===== src/rtl/pipe_stage_reg_pkg.sv =====
// Shared pipeline payload types and NOP bundles.
// Also holds the saturating add used by the flush counter.
package pipe_stage_reg_pkg;

   localparam logic [31:0] RESET_PC  = 32'h0000_0000;
   localparam logic [31:0] INSTR_NOP = 32'h0000_0013;

   typedef enum logic [3:0] {
      ALU_ADD, ALU_SUB, ALU_AND, ALU_OR,
      ALU_XOR, ALU_SLL, ALU_SRL, ALU_SRA
   } alu_op_e;

   typedef enum logic [1:0] {
      MEM_BYTE, MEM_HALF, MEM_WORD
   } mem_op_e;

   typedef struct packed {
      logic [31:0] pc;
      logic [31:0] instr;
   } if_id_reg_t;

   typedef struct packed {
      logic [31:0] pc;
      alu_op_e     alu_op;
      mem_op_e     mem_op;
      logic        reg_we;
      logic        mem_re;
      logic        mem_we;
      logic [4:0]  rd;
   } id_ex_reg_t;

   localparam if_id_reg_t IF_ID_NOP = '{
      pc: RESET_PC, instr: INSTR_NOP
   };

   localparam id_ex_reg_t ID_EX_NOP = '{
      pc: RESET_PC, alu_op: ALU_ADD,
      mem_op: MEM_WORD, reg_we: 1'b0,
      mem_re: 1'b0, mem_we: 1'b0, rd: 5'd0
   };

   function automatic logic [31:0] sat_add(
      input logic [31:0] a,
      input logic [1:0]  b,
      input logic [31:0] max
   );
      logic [32:0] s;
      s = {1'b0, a} + {31'b0, b};
      return (s > {1'b0, max}) ? max : s[31:0];
   endfunction

endpackage


===== src/rtl/pipe_stage_reg_slot.sv =====
// One pipeline slot: valid bit plus payload.
// Clear returns it to the NOP bundle; otherwise load or hold.
module pipe_slot
   import pipe_stage_reg_pkg::*;
#(
   parameter int              WIDTH     = 32,
   parameter logic [WIDTH-1:0] NOP_VALUE = '0
) (
   input  logic             clk,
   input  logic             reset_n,
   input  logic             load,
   input  logic             clear,
   input  logic [WIDTH-1:0] ld_data,
   output logic             valid,
   output logic [WIDTH-1:0] data
);

   // Reset/clear win over load; an empty slot always carries NOP.
   always_ff @(posedge clk) begin
      if (!reset_n || clear) begin
         valid <= 1'b0;
         data  <= NOP_VALUE;
      end else if (load) begin
         valid <= 1'b1;
         data  <= ld_data;
      end
   end

endmodule


===== src/rtl/pipe_stage_reg.sv =====
// Generic handshaked pipeline stage register.
// Optional skid slot decouples in_ready from out_ready.
module pipe_stage_reg
   import pipe_stage_reg_pkg::*;
#(
   parameter int               WIDTH     = 32,
   parameter bit               SKID_EN   = 1'b1,
   parameter logic [WIDTH-1:0] NOP_VALUE = '0,
   parameter int               CNT_W     = 8
) (
   input  logic             clk,
   input  logic             reset_n,
   input  logic             in_valid,
   output logic             in_ready,
   input  logic [WIDTH-1:0] in_data,
   output logic             out_valid,
   input  logic             out_ready,
   output logic [WIDTH-1:0] out_data,
   input  logic             stall,
   input  logic             flush,
   output logic [CNT_W-1:0] flush_drops
);

   localparam logic [CNT_W-1:0] CNT_MAX = '1;

   logic             main_v;
   logic [WIDTH-1:0] main_d;
   logic             main_load;
   logic             main_clear;
   logic [WIDTH-1:0] main_nxt;
   logic             skid_v;
   logic             in_fire;
   logic             out_fire;
   logic [1:0]       drop_inc;

   assign out_fire = main_v & out_ready & ~stall;
   assign in_fire  = in_valid & in_ready;

   pipe_slot #(
      .WIDTH     (WIDTH),
      .NOP_VALUE (NOP_VALUE)
   ) u_main (
      .clk     (clk),
      .reset_n (reset_n),
      .load    (main_load),
      .clear   (main_clear),
      .ld_data (main_nxt),
      .valid   (main_v),
      .data    (main_d)
   );

   generate
      if (SKID_EN) begin : g_skid
         logic             main_free;
         logic             skid_load;
         logic             skid_clear;
         logic [WIDTH-1:0] skid_d;

         assign main_free  = ~main_v | out_fire;
         assign in_ready   = ~skid_v & ~stall
                           & ~flush & reset_n;
         assign main_load  = ~flush & ~stall & main_free
                           & (skid_v | in_fire);
         assign main_nxt   = skid_v ? skid_d : in_data;
         assign main_clear = flush | (~stall & main_free
                           & ~skid_v & ~in_fire);
         assign skid_load  = in_fire & ~main_free;
         assign skid_clear = flush
                           | (~stall & main_free & skid_v);

         pipe_slot #(
            .WIDTH     (WIDTH),
            .NOP_VALUE (NOP_VALUE)
         ) u_skid (
            .clk     (clk),
            .reset_n (reset_n),
            .load    (skid_load),
            .clear   (skid_clear),
            .ld_data (in_data),
            .valid   (skid_v),
            .data    (skid_d)
         );
      end else begin : g_noskid
         assign in_ready   = (~main_v | out_ready) & ~stall
                           & ~flush & reset_n;
         assign main_load  = in_fire;
         assign main_nxt   = in_data;
         assign main_clear = flush | (out_fire & ~in_fire);
         assign skid_v     = 1'b0;
      end
   endgenerate

   assign out_valid = main_v;
   assign out_data  = main_d;

   // A main entry leaving downstream this cycle is not a drop.
   assign drop_inc = {1'b0, main_v & ~out_fire}
                   + {1'b0, skid_v};

   // Saturating count of payloads killed by flush.
   always_ff @(posedge clk) begin
      if (!reset_n) begin
         flush_drops <= '0;
      end else if (flush) begin
         flush_drops <= CNT_W'(sat_add(32'(flush_drops),
                        drop_inc, 32'(CNT_MAX)));
      end
   end

endmodule


===== config.mk =====
export PLATFORM = sky130hd
export DESIGN_NAME = pipe_stage_reg
export DESIGN_NICKNAME = d
export VERILOG_FILES = /design/src/rtl/pipe_stage_reg_pkg.sv /design/src/rtl/pipe_stage_reg_slot.sv /design/src/rtl/pipe_stage_reg.sv
export SDC_FILE = /design/constraint.sdc
export NUM_CORES = 1
export LEC_CHECK = 0
export ABC_AREA = 1
export BUFFER_PORTS_ARGS = -buffer_cell sky130_fd_sc_hd__buf_2
export CORE_MARGIN = 5
export CORE_UTILIZATION = 54
export DETAILED_ROUTE_END_ITERATION = 8
export GPL_ROUTABILITY_DRIVEN = 0
export GPL_TIMING_DRIVEN = 0
export PLACE_DENSITY = 0.76
export SLEW_MARGIN = 20
export SYNTH_ARGS = -nofsm -noshare
export SYNTH_HDL_FRONTEND = slang
export SYNTH_SLANG_ARGS = --single-unit

===== constraint.sdc =====
create_clock -name clk -period 2.3 [get_ports clk]
set_input_delay 0.23 -clock clk [delete_from_list [all_inputs] [get_ports clk]]
set_output_delay 0.23 -clock clk [all_outputs]
set_load 0.01 [all_outputs]

# Word level (Yosys, flattened, before mapping)
# Cells that the tools add are included.
dict set report word_totals {
  reg_bits 74
  wordCells 39
}
dict set report classes {
  reduce_logical 3
  addsub 2
  mux 2
  order_cmp 1
  bitwise 26
}
# operator n
set ops {}
lappend ops {{$mux W32} 1}
lappend ops {{$and A1 B1 Y1} 15}
lappend ops {{$add A8 B2 Y9} 1}
lappend ops {{$gt A9 B8 Y1 const B} 1}
lappend ops {{$mux W8} 1}
lappend ops {{$not A1 Y1} 7}
lappend ops {{$or A1 B1 Y1} 4}
lappend ops {{$add A1 B1 Y2} 1}
lappend ops {{$logic_or A1 B1 Y1} 2}
lappend ops {{$logic_not A1 Y1} 1}

# Longest topological paths before layout
# Gate-level depths: netlist of run 1.
dict set report logic_depth {
  depth_word 9
  ltp_mapped 18
  mapped_depth_nobuf 18
}

# Cells and area by module
# Synthesis of run 1 repeated with hierarchy kept, for this count alone.
dict set report hier_totals {
  cells_unflattened 472
  hier_area_um2 3414.5
}
# module cells_per_inst seq_area_each_um2 n_inst area_per_inst_um2
set by_module_without_submodules {}
lappend by_module_without_submodules {pipe_slot 144 660.6 2 1239.9}
lappend by_module_without_submodules {pipe_stage_reg 184 160.2 1 934.6}

# Worst setup path after synthesis of run 1
# Ideal clock, no wire load.
dict set report synth_timing {
  path_type {reg-to-reg}
  startpoint {register u_main.valid}
  endpoint {register flush_drops[6]}
  slack_ns 0.472
  period_less_slack_ns 1.828
  stages_incl_launch_ff 14
  t_arrival_ns 1.712
  setup_ns 0.116
  t_required_ns 2.184
  n_path_buf 0
  cell_sequence {dfxtp_1 -> nand2_1 -> nand2_1 -> nand2_1 -> inv_1 -> ha_1 -> inv_1 -> nand2_1 -> ha_1 -> nand2_1 -> nor3_1 -> nand3_1 -> nand2_1 -> a21oi_1}
}
dict set report synth_between {
  elab_chain_cells 8
}
# element line
set synth_lines {}
lappend synth_lines {{from (decl)} pipe_stage_reg_slot.sv:14} ;# output logic valid,
lappend synth_lines {{from (signal assigned)} pipe_stage_reg_slot.sv:21} ;# valid <= 1'b0;
lappend synth_lines {{from (signal assigned)} pipe_stage_reg_slot.sv:24} ;# valid <= 1'b1;
lappend synth_lines {{$and A1 B1 Y1 (2 in a row)} pipe_stage_reg.sv:36} ;# assign out_fire = main_v & out_ready & ~stall;
lappend synth_lines {{$not A1 Y1} pipe_stage_reg.sv:97} ;# assign drop_inc = {1'b0, main_v & ~out_fire}
lappend synth_lines {{$and A1 B1 Y1 *} pipe_stage_reg.sv:97}
lappend synth_lines {{$add A1 B1 Y2 *} pipe_stage_reg.sv:98} ;# + {1'b0, skid_v};
lappend synth_lines {{$add A8 B2 Y9 *} pipe_stage_reg_pkg.sv:48} ;# s = {1'b0, a} + {31'b0, b};
lappend synth_lines {{$gt A9 B8 Y1} pipe_stage_reg_pkg.sv:49} ;# return (s > {1'b0, max}) ? max : s[31:0];
lappend synth_lines {{$mux W8 *} pipe_stage_reg_pkg.sv:49}
lappend synth_lines {{to (signal assigned)} pipe_stage_reg.sv:105} ;# flush_drops <= CNT_W'(sat_add(32'(flush_drops),
lappend synth_lines {{to (decl)} pipe_stage_reg.sv:21} ;# output logic [CNT_W-1:0] flush_drops
# Every way passes the cells marked *; elsewhere a longest branch is shown, timed or not.
# A chain may end at the register's enable or synchronous reset.

# Worst setup path after layout of run 1
dict set report layout_timing {
  startpoint {register u_main.valid}
  endpoint {register flush_drops[7]}
}
# The elaborated chain is that of the path after synthesis.

==> results.md, run 1 <==
- Average wire per cell in the routed design: between 10 and 15 µm
- Max-Slew Margin vs Limit: 69.01%
- Maximum clock frequency: 0.5015 GHz
- Clock Sink Count: 74
- DIE AREA: between 0.008 and 0.009 mm²
- Number of cells on the worst hold path: 3
- Remaining number of nets flagged by the antenna check after routing: 0
- Setup Viol. Count Final: 0
- Worst Path Arrival: roughly 2300 ps
- Fill cell count: 577
- Detailed-routing iteration count for the pre-antenna-repair pass: 4
- TritonCTS clock tree: built
- Req. time, crit path: 2590 ps
- Violation count after the first detailed-routing iteration: 173
- DIE HEIGHT: between 90 and 100 µm
- Xor-xnor portion of the synthesized cell area: 0.4854%
- Worst setup slack for register-to-register paths: slightly above 300 ps
- Standard cell core area: ~0.0064 mm²
- Result of the run: finished clean
- Netlist area before placement: 0.003608 mm²
- Clock insertion delay at the later pin of the skew report: 350 ps
- Endpoint of the lowest-slack register-to-register path: flush_drops[7]
- Storage element area: 0.001481 mm²
- Starting density of the core: between 50% and 60%
- Cell type contributing the most total cell area after synthesis: dfxtp_1
- Total inserted antenna cells: 0
- End point of the worst hold path: g_skid.u_skid.data[6]
- Area growth syn-to-layout: 19.17%
- Top cell family by delay on the critical path: simple AND/OR/NAND/NOR gates
- Critical Setup Path Class: reg -> reg
- TritonCTS Buffers: 9
- Endpoint kind of the worst setup timing path: flop
- Most common cell on crit path: nand2_1
- Total grt overflow: 0
- Pwr dens: roughly 580 mW/mm²
- Synthesized area divided by synthesized cell count: 7.471 µm²
- Share of flip-flops with an asynchronous set or reset: 0%
- Area post-placement: 0.004095 mm²
- Commonest cells in the netlist: nand2_1 (151), dfxtp_1 (74), nor2_1 (64)
- Final Hold Violating Endpoints: 0
- # Post-CTS Setup Buffers: 0
- Number of flops mapped to enable cells by yosys: 0
- Initial antenna violation count: 0
- Ordered cell list for the critical path: nand2_1, nand2_1, nand2_1, inv_1, ha_1, inv_1, nand2_2, ha_1, nand2_1, nor3_1, nand2_1, nand2_1, nor2_1, nor2_1
- Post-CTS clock slew at the launch and capture registers of the worst setup and hold paths: ~90 ps
- Fin crit period: approximately 2000 ps
- Crit path max fanout: 6
- Width of the die: a little over 90 µm
- Worst vdd ir: 0.5451 mV
- Hold path start: in_data[6]
- Cell count after synthesis: roughly 480
- Cell row count: 29
- Adder-cell area share of the yosys netlist: less than 1%
- Vias: 3300
- Top Ports: 80
- Post-layout util: between 60% and 70%
- Type of the worst min-delay path: in -> reg
- Wirelength, routed: about 8.7 mm
- Via-per-instance ratio: 5.046
- Crit path max-delay cell type: dfxtp_1
- Largest net degree at the start of global routing: 14
- Largest family of logic cells by synthesized area: simple AND/OR/NAND/NOR gates
- Synth warnings: 0
- Worst hold slack after final layout: ~120 ps
- Buffers plus inverters on the worst setup path: 2
- Mux share of post-synthesis cell area: less than 1%
- Setup TNS: 0 ps
- Area of the multi-input gates: 0.001824 mm²
- Most used DFF post-synth: dfxtp_1
- Register-to-Register Path Depth: 14
- Synth Net Count: between 500 and 600
- Clock Root Buffer: clkbuf_8
- Share of cells above drive strength 1: 29.46%
- Max H-tree Level: 3
- Maximum root-to-sink buffer count: 2
- Flip-flop and latch count after synthesis: between 70 and 80
- Period utilisation layout: about 87%
- Top-count cell post-synth: nand2_1
- Reported leakage power: around 2.0 nW
- Total routing resource utilization after global routing: 21.22%
- Slowest Stage Delay on Critical Path: about 380 ps
- Number of global-route vias before repair: 3235
- Dominant cells by area after synthesis: dfxtp_1 (41%), nand2_1 (16%), a21boi_2 (9.0%), nor2_1 (6.7%), nand3_1 (5.0%)
- Post-route design area: ~0.0043 mm²
- Max-cap violation count: 0
- Synth cell types: 31
- Kind of start point of the critical path: flop
- Startpoint of the lowest-slack register-to-register path: u_main.valid
- Actual transition at the worst max-transition pin: roughly 460 ps
- Sequential share of the synthesized area: 41.05%
- Final worst clock skew: around 11 ps
- Synthesized-area fraction occupied by and/or/nand/nor cells: between 30% and 40%
- Input/output buffers: just under 80
- DRC Markers: 0
- First-pass GRT wire length: between 10 and 15 mm
- RSZ-0062 raised after global routing: false
- Compound-cell area share of the yosys netlist: between 15 and 20%
- Share of Yosys cell area claimed by the top area cell type: around two fifths
- Post-DP HPWL: about 6.3 mm
- NumNets Final: 612
- Final slew viol count: 0
final cells by class:
cell class | count | share of cell area, %
clock inverter | 6 | 1.513
multi-input combinational | 355 | 42.42
timing repair buffer | 78 | 9.078
clock buffer | 10 | 3.200
sequential | 74 | 34.45
inverter | 25 | 2.299
tap | 77 | 2.240
buffer | 29 | 4.801
power breakdown:
part | switching [mW] | leakage [nW] | internal [mW]
combinational | 0.108 | 1.33 | 0.0749
clock | 0.506 | 0.103 | 0.533
sequential | 0.00712 | 0.597 | 1.29
worst min-delay path: cells and delay by family:
| kind | cells | cell delay, ps |
|---|---|---|
| buf+inv | 1 | 90 |
| simple gates | 2 | 120 |
per-layer routing:
layer	wire length, µm	vias to the layer above	global-route usage, %
met5	0	-	0
met3	426	10	4.664
met2	4221	81	35.79
li1	-	1712	-
met4	121	0	6.931
met1	3947	1497	27.00
cells by family after synthesis:
group                    Yosys count
multiplexers                       1
AO/OA/AOI/OAI                     78
adder cells (fa/ha/maj)            2
XOR/XNOR                           2
flip-flops                        74
buffers and inverters             54
AND/OR/NAND/NOR                  272
placed cells by master (no fill, tap or decap), types with 11 or more instances in the layout:
cell        n
nand2_1   150
a21boi_2   29
inv_1      21
o21ai_1    11
dfxtp_1    74
nor2_1     64
o21ai_0    26
buf_2      87
nand3_1    36
repair_timing:
item,CTS,global route
hold buffers,0,0
gates resized for setup,0,1
endpoints found under the setup margin,0,5
flip-flops by register name, summed over array words and instances (netlist names):
name                 count
flush_drops              8
g_skid.u_skid.data      32
g_skid.u_skid.valid      1
u_main.data             32
u_main.valid             1
worst max-delay path by stage:
| stage | end | startpoint | cells past startpoint |
|---|---|---|---|
| 3_3_place_gp | flush_drops[3] | stall | 19 |
| 5_1_grt | flush_drops[5] | u_main.valid | 14 |
| 3_5_place_dp | flush_drops[3] | stall | 19 |
| 6_report | flush_drops[7] | u_main.valid | 14 |
| 4_1_cts | flush_drops[7] | u_main.valid | 14 |
| 2_1_floorplan | flush_drops[6] | u_main.valid | 13 |
stage by stage:
stage          setup WS, ps  power, mW  cells
3_5_place_dp          89.84      1.507    638
3_3_place_gp          139.4      1.503    638
2_1_floorplan         472.0      1.431    483
6_report              306.1      2.516    654
5_1_grt               13.97      2.615    654
4_1_cts               219.7      2.526    654
Power figures use the tool's default switching activity.
==> run 2: changes to the inputs <==
--- a/config.mk
+++ b/config.mk
@@ -7,12 +7,14 @@
 export LEC_CHECK = 0
 export ABC_AREA = 1
 export BUFFER_PORTS_ARGS = -buffer_cell sky130_fd_sc_hd__buf_2
+export CORE_ASPECT_RATIO = 0.7
 export CORE_MARGIN = 5
-export CORE_UTILIZATION = 54
+export CORE_UTILIZATION = 56
+export CTS_BUF_LIST = sky130_fd_sc_hd__clkbuf_8
 export DETAILED_ROUTE_END_ITERATION = 8
 export GPL_ROUTABILITY_DRIVEN = 0
 export GPL_TIMING_DRIVEN = 0
-export PLACE_DENSITY = 0.76
+export PLACE_DENSITY = 0.78
 export SLEW_MARGIN = 20
 export SYNTH_ARGS = -nofsm -noshare
 export SYNTH_HDL_FRONTEND = slang
==> results.md, run 2 (synthesized netlist as in run 1, its figures left out) <==
- Result of the run: finished clean (unchanged)
- Top cell family by delay on the critical path: simple AND/OR/NAND/NOR gates (unchanged)
- Reported leakage power: 2.019 nW (was 2.027 nW)
- Max H-tree Level: 3 (unchanged)
- Maximum root-to-sink buffer count: 2 (unchanged)
- Type of the worst min-delay path: in -> reg (unchanged)
- Max-cap violation count: 0 (unchanged)
- DIE HEIGHT: 77.16 µm (was 91.75 µm)
- Most common cell on crit path: nand2_1 (unchanged)
- Worst vdd ir: 0.3654 mV (was 0.5451 mV)
- Setup Viol. Count Final: 0 (unchanged)
- Period utilisation layout: 88.77% (was 86.69%)
- Worst setup slack for register-to-register paths: 260 ps (was 310 ps)
- Clock Root Buffer: clkbuf_8 (unchanged)
- DRC Markers: 0 (unchanged)
- Actual transition at the worst max-transition pin: 492.3 ps (was 464.9 ps)
- Biggest registers after layout: g_skid.u_skid.data: 32 flops, u_main.data: 32 flops, flush_drops: 8 flops (unchanged)
- Hold path start: in_data[16] (was in_data[6])
- Most common cell after layout, fill and taps aside: nand2_1 (unchanged)
- First-pass GRT wire length: 14.91 mm (was 14.75 mm)
- Kind of start point of the critical path: flop (unchanged)
- TritonCTS clock tree: built (unchanged)
- Area growth syn-to-layout: 18.93% (was 19.17%)
- Share of cells above drive strength 1: 29.34% (was 29.46%)
- Crit path max-delay cell type: dfxtp_1 (unchanged)
- Cell total after placement: 639 (was 638)
- Wirelength, routed: 8.629 mm (was 8.717 mm)
- Via-per-instance ratio: 5.080 (was 5.046)
- NumNets Final: 612 (unchanged)
- Standard cell core area: 0.006246 mm² (was 0.006422 mm²)
- Ordered cell list for the critical path: nand2_1, nand2_1, nand2_1, inv_1, ha_1, inv_1, nand2_2, ha_1, nand2_1, nor3_1, nand2_1, nand2_1, nor2_1, nor2_1 (unchanged)
- Final slew viol count: 0 (unchanged)
- Total grt overflow: 0 (unchanged)
- Violation count after the first detailed-routing iteration: 168 (was 173)
- Most utilized layer in the global route result: met2 (unchanged)
- End point of the worst hold path: g_skid.u_skid.data[16] (was g_skid.u_skid.data[6])
- Number of global-route vias before repair: 3280 (was 3235)
- Input/output buffers: 78 (unchanged)
- Number of cells on the worst hold path: 3 (unchanged)
- # Post-CTS Setup Buffers: 0 (unchanged)
- Crit path max fanout: 6 (unchanged)
- Clock Sink Count: 74 (unchanged)
- Pwr dens: 577.6 mW/mm² (was 585.0 mW/mm²)
- Area of the multi-input gates: 0.001824 mm² (unchanged)
- Remaining number of nets flagged by the antenna check after routing: 0 (unchanged)
- Max-Slew Margin vs Limit: 67.06% (was 69.01%)
- Average wire per cell in the routed design: 13.19 µm (was 13.33 µm)
- Hold bufs inserted after CTS: 0 (unchanged)
- Number of resized instances in the post-cts repair step: 0 (unchanged)
- RSZ-0062 raised after global routing: false (unchanged)
- Critical Setup Path Class: reg -> reg (unchanged)
- TritonCTS Buffers: 9 (unchanged)
- Endpoint kind of the worst setup timing path: flop (unchanged)
- Initial antenna violation count: 0 (unchanged)
- Slowest Stage Delay on Critical Path: 370 ps (was 380 ps)
- DIE AREA: 0.008175 mm² (was 0.008417 mm²)
- Fraction of met3 tracks used by global routing: 6.544% (was 4.664%)
- Finished Layout Cells: 654 (unchanged)
- Startpoint of the lowest-slack register-to-register path: u_main.valid (unchanged)
- Start point of the critical path: u_main.valid (unchanged)
- Setup TNS: 0 ps (unchanged)
- Post-CTS clock slew at the launch and capture registers of the worst setup and hold paths: 70 ps (was 90 ps)
- Total power of the final layout: 2.479 mW (was 2.516 mW)
- Endpoint of the lowest-slack register-to-register path: flush_drops[7] (unchanged)
- Maximum clock frequency: 0.4898 GHz (was 0.5015 GHz)
- Total routing resource utilization after global routing: 22.32% (was 21.22%)
- Final worst clock skew: 9.840 ps (was 11.01 ps)
- Post-DP HPWL: 6.327 mm (was 6.266 mm)
- Vias: 3322 (was 3300)
- Global-route met2 utilization: 36.70% (was 35.79%)
- Cell row count: 24 (was 29)
- Width of the die: 105.9 µm (was 91.75 µm)
- Storage element area: 0.001481 mm² (unchanged)
- GR Util met1: 28.53% (was 27.00%)
- Top Ports: 80 (unchanged)
- Leading cell types in the layout, fill and taps excluded: nand2_1 (150), buf_2 (87), dfxtp_1 (74) (unchanged)
- Fin crit period: 2042 ps (was 1994 ps)
- Clock insertion delay at the later pin of the skew report: 350 ps (about the same)
- Final Hold Violating Endpoints: 0 (unchanged)
- Total inserted antenna cells: 0 (unchanged)
- Largest net degree at the start of global routing: 13 (was 14)
- Starting density of the core: 57.77% (was 56.19%)
- Register-to-Register Path Depth: 14 (unchanged)
- Worst Path Arrival: 2330 ps (was 2280 ps)
- Buffers plus inverters on the worst setup path: 2 (unchanged)
- Fill cell count: 583 (was 577)
- Detailed-routing iteration count for the pre-antenna-repair pass: 5 (was 4)
- Req. time, crit path: 2590 ps (about the same)
==> run 2: cell count changes in the layout (fill, tap and decap cells not counted), sizes merged <==
cell,delta
clkinv,-1
clkinvlp,+1
inv,-1
==> run 2: worst reg2reg max path, stage by stage, from the launching register on <==
cell     delay, ps
dfxtp_1        370
nand2_1        170
nand2_1        100
nand2_1         50
inv_1           50
ha_1           130
inv_1           40
nand2_2        120
ha_1           210
nand2_1         90
nor3_1         340
nand2_1        100
nand2_1         70
nor2_1          40
nor2_1         100
==> run 2: layout make-up <==
class | count | area share (%)
Multi-Input combinational cell | 355 | 42.51
Sequential cell | 74 | 34.52
Timing Repair Buffer | 78 | 9.096
Buffer | 29 | 4.810
Clock buffer | 10 | 3.207
Inverter | 25 | 2.303
Tap cell | 78 | 2.274
Clock inverter | 5 | 1.283
==> run 2: per-stage QoR <==
step	util [%]	instance area, µm²	hold WS [ps]	worst slack (ps)
after floorplan	-	3608	350.5	472.0
after global placement	65.58	4096	452.6	155.5
after detailed placement	65.58	4096	455.5	90.23
after CTS	68.67	4289	105.6	189.8
after global routing	68.71	4292	115.1	28.73
final	68.71	4292	116.1	258.2
==> run 2: worst max path at each step <==
stage,endpoint,cells after the start
global placement,flush_drops[3],19
global route,flush_drops[3],16
detailed placement,flush_drops[3],19
CTS,flush_drops[7],14
floorplan,flush_drops[6],13
finish,flush_drops[7],14
==> run 2: power breakdown <==
group          switching, mW  leakage (nW)  total [mW]  internal (mW)
logic                  0.107          1.33       0.182         0.0749
clock network          0.481        0.0941        1.00          0.521
registers            0.00754         0.597        1.30           1.29
==> run 2: per-layer routing <==
metal | share of wire [%] | routed length [µm]
met4 | 0.90 | 78
met3 | 6.8 | 589
met2 | 45 | 3906
met1 | 47 | 4054
met5 | 0 | 0
==> run 3: changes to the inputs <==
--- a/config.mk
+++ b/config.mk
@@ -9,12 +9,12 @@
 export BUFFER_PORTS_ARGS = -buffer_cell sky130_fd_sc_hd__buf_2
 export CORE_ASPECT_RATIO = 0.7
 export CORE_MARGIN = 5
-export CORE_UTILIZATION = 56
-export CTS_BUF_LIST = sky130_fd_sc_hd__clkbuf_8
+export CORE_UTILIZATION = 51
+export CTS_BUF_LIST = sky130_fd_sc_hd__clkbuf_4 sky130_fd_sc_hd__clkbuf_8
 export DETAILED_ROUTE_END_ITERATION = 8
 export GPL_ROUTABILITY_DRIVEN = 0
 export GPL_TIMING_DRIVEN = 0
-export PLACE_DENSITY = 0.78
+export PLACE_DENSITY = 0.75
 export SLEW_MARGIN = 20
 export SYNTH_ARGS = -nofsm -noshare
 export SYNTH_HDL_FRONTEND = slang
==> constraint.sdc (replaced) <==
create_clock -name clk -period 1.8 [get_ports clk]
set_input_delay 0.18 -clock clk [delete_from_list [all_inputs] [get_ports clk]]
set_output_delay 0.18 -clock clk [all_outputs]
set_load 0.01 [all_outputs]
==> results.md, run 3 (synthesized netlist as in run 1, its figures left out) <==
- Period utilisation layout: 94.92% (was 88.77%)
- Via-per-instance ratio: 5.001 (was 5.080)
- Clock Root Buffer: clkbuf_8 (unchanged)
- Post-route design area: 0.004394 mm² (was 0.004292 mm²)
- Total power of the final layout: 3.097 mW (was 2.479 mW)
- Wirelength, routed: 8.934 mm (was 8.629 mm)
- Reported leakage power: 2.046 nW (was 2.019 nW)
- Average wire per cell in the routed design: 13.26 µm (was 13.19 µm)
- Critical Setup Path Class: reg -> reg (unchanged)
- Hold bufs inserted after CTS: 0 (unchanged)
- Max-Slew Margin vs Limit: 67.70% (was 67.06%)
- Starting density of the core: 52.92% (was 57.77%)
- DIE AREA: 0.008884 mm² (was 0.008175 mm²)
- Final Hold Violating Endpoints: 0 (unchanged)
- Result of the run: finished clean (unchanged)
- Setup Viol. Count Final: 0 (unchanged)
- Req. time, crit path: 2060 ps (was 2590 ps)
- Detailed-routing iteration count for the pre-antenna-repair pass: 4 (was 5)
- Most common cell after layout, fill and taps aside: nand2_1 (unchanged)
- Final slew viol count: 0 (unchanged)
- Area of the multi-input gates: 0.001887 mm² (was 0.001824 mm²)
- Vias: 3371 (was 3322)
- Worst hold slack after final layout: 62.26 ps (was 116.1 ps)
- Leading cell types in the layout, fill and taps excluded: nand2_1 (146), buf_2 (87), dfxtp_1 (72) (was nand2_1 (150), buf_2 (87), dfxtp_1 (74))
- Cell row count: 25 (was 24)
- TritonCTS clock tree: built (unchanged)
- Clock Sink Count: 74 (unchanged)
- Remaining number of nets flagged by the antenna check after routing: 0 (unchanged)
- Share of cells above drive strength 1: 32.07% (was 29.34%)
- DRC Markers: 0 (unchanged)
- Largest net degree at the start of global routing: 16 (was 13)
- Area post-placement: 0.004124 mm² (was 0.004096 mm²)
- Fill cell count: 613 (was 583)
- Top Ports: 80 (unchanged)
- Pwr dens: 704.7 mW/mm² (was 577.6 mW/mm²)
- RSZ-0062 raised after global routing: false (unchanged)
- Kind of start point of the critical path: flop (unchanged)
- Number of global-route vias before repair: 3418 (was 3280)
- Max-cap violation count: 0 (unchanged)
- First-pass GRT wire length: 15.55 mm (was 14.91 mm)
- Standard cell core area: 0.006819 mm² (was 0.006246 mm²)
- NumNets Final: 615 (was 612)
- Worst vdd ir: 0.4470 mV (was 0.3654 mV)
- Total routing resource utilization after global routing: 21.41% (was 22.32%)
- Endpoint kind of the worst setup timing path: flop (unchanged)
- Area growth syn-to-layout: 21.78% (was 18.93%)
- Worst Path Arrival: 1970 ps (was 2330 ps)
- Clock insertion delay at the later pin of the skew report: 360 ps (was 350 ps)
- Max H-tree Level: 3 (unchanged)
- Violation count after the first detailed-routing iteration: 163 (was 168)
- Maximum root-to-sink buffer count: 2 (unchanged)
- Post-CTS clock slew at the launch and capture registers of the worst setup and hold paths: 90 ps (was 70 ps)
- Storage element area: 0.001486 mm² (was 0.001481 mm²)
- Type of the worst min-delay path: in -> reg (unchanged)
- Input/output buffers: 78 (unchanged)
- Setup TNS: 0 ps (unchanged)
- Crit path max fanout: 4 (was 6)
- Width of the die: 110.5 µm (was 105.9 µm)
- DIE HEIGHT: 80.38 µm (was 77.16 µm)
- Biggest registers after layout: g_skid.u_skid.data: 32 flops, u_main.data: 32 flops, flush_drops: 8 flops (unchanged)
- Post-DP HPWL: 6.474 mm (was 6.327 mm)
- TritonCTS Buffers: 9 (unchanged)
- Total inserted antenna cells: 0 (unchanged)
- Fin crit period: 1709 ps (was 2042 ps)
- Initial antenna violation count: 0 (unchanged)
- Maximum clock frequency: 0.5853 GHz (was 0.4898 GHz)
- Total grt overflow: 0 (unchanged)
- Actual transition at the worst max-transition pin: 484.5 ps (was 492.3 ps)
- Final worst clock skew: 14.63 ps (was 9.840 ps)
-- run 3: cell count changes in the layout (fill, tap and decap cells not counted), moves of 2 or more --
cell / delta
nand2_1: -4
buf_4: +3
nand2_4: +3
clkinv_2: -2
dfxtp_1: -2
inv_1: -2
inv_2: +2
inv_6: +2
-- run 3: path summary, 6_finish.rpt --
kind                   startpoint                     end  slack [ps]  cells after the start
setup reg to reg     u_main.valid          flush_drops[3]          90                     15
hold / removal        in_data[27]  g_skid.u_skid.data[27]          60                      3
hold reg to reg   u_main.data[28]         u_main.data[28]         470                      2
setup / recovery     u_main.valid          flush_drops[3]          90                     15
-- run 3: layout make-up --
cell class,instances,area share [%]
tap,94,2.677
clock inverter,7,1.367
multi-input combinational,355,42.94
buffer,29,4.727
timing repair buffer,81,9.396
clock buffer,9,2.819
sequential,74,33.83
inverter,25,2.249
-- run 3: worst max-delay path: stages (launching register included) --
cell     delay [ps]
dfxtp_4         390
nand3_4          90
nand2_2          80
inv_1            40
ha_1            180
inv_2            70
nand2_4          60
ha_4            170
nand2_4          80
nor2_4           40
nand2_1          80
nand2_2          70
inv_2            90
nand3_1          80
nand2_1          60
inv_1            30
-- run 3: what timing repair did --
action / in CTS / in global routing
pin swaps: 1 / 1
endpoints found under the setup margin: 9 / 8
setup buffers: 0 / 3
gates resized for setup: 11 / 9
-- run 3: metrics by stage --
| step | setup slack [ps] | instances | utilization [%] |
|---|---|---|---|
| detailed placement | -334.3 | 655 | 60.48 |
| floorplan | 20.89 | 483 | - |
| CTS | -19.53 | 671 | 63.61 |
| global placement | -267.4 | 655 | 60.48 |
| global route | 5.288 | 674 | 64.44 |
| finish | 91.40 | 674 | 64.44 |
-- run 3: metal layers --
metal  vias to the layer above  global-route usage (%)  wire, µm
li1                       1727                       -         -
met2                       101                   34.44      3986
met5                         -                       0         0
met4                         0                   8.610       128
met3                        12                   5.949       532
met1                      1531                   27.36      4286
-- run 3: power by group --
group          switching, mW  leakage [nW]  internal, mW
logic                  0.142          1.36        0.0972
clock network          0.681        0.0844         0.520
registers             0.0117         0.598          1.64
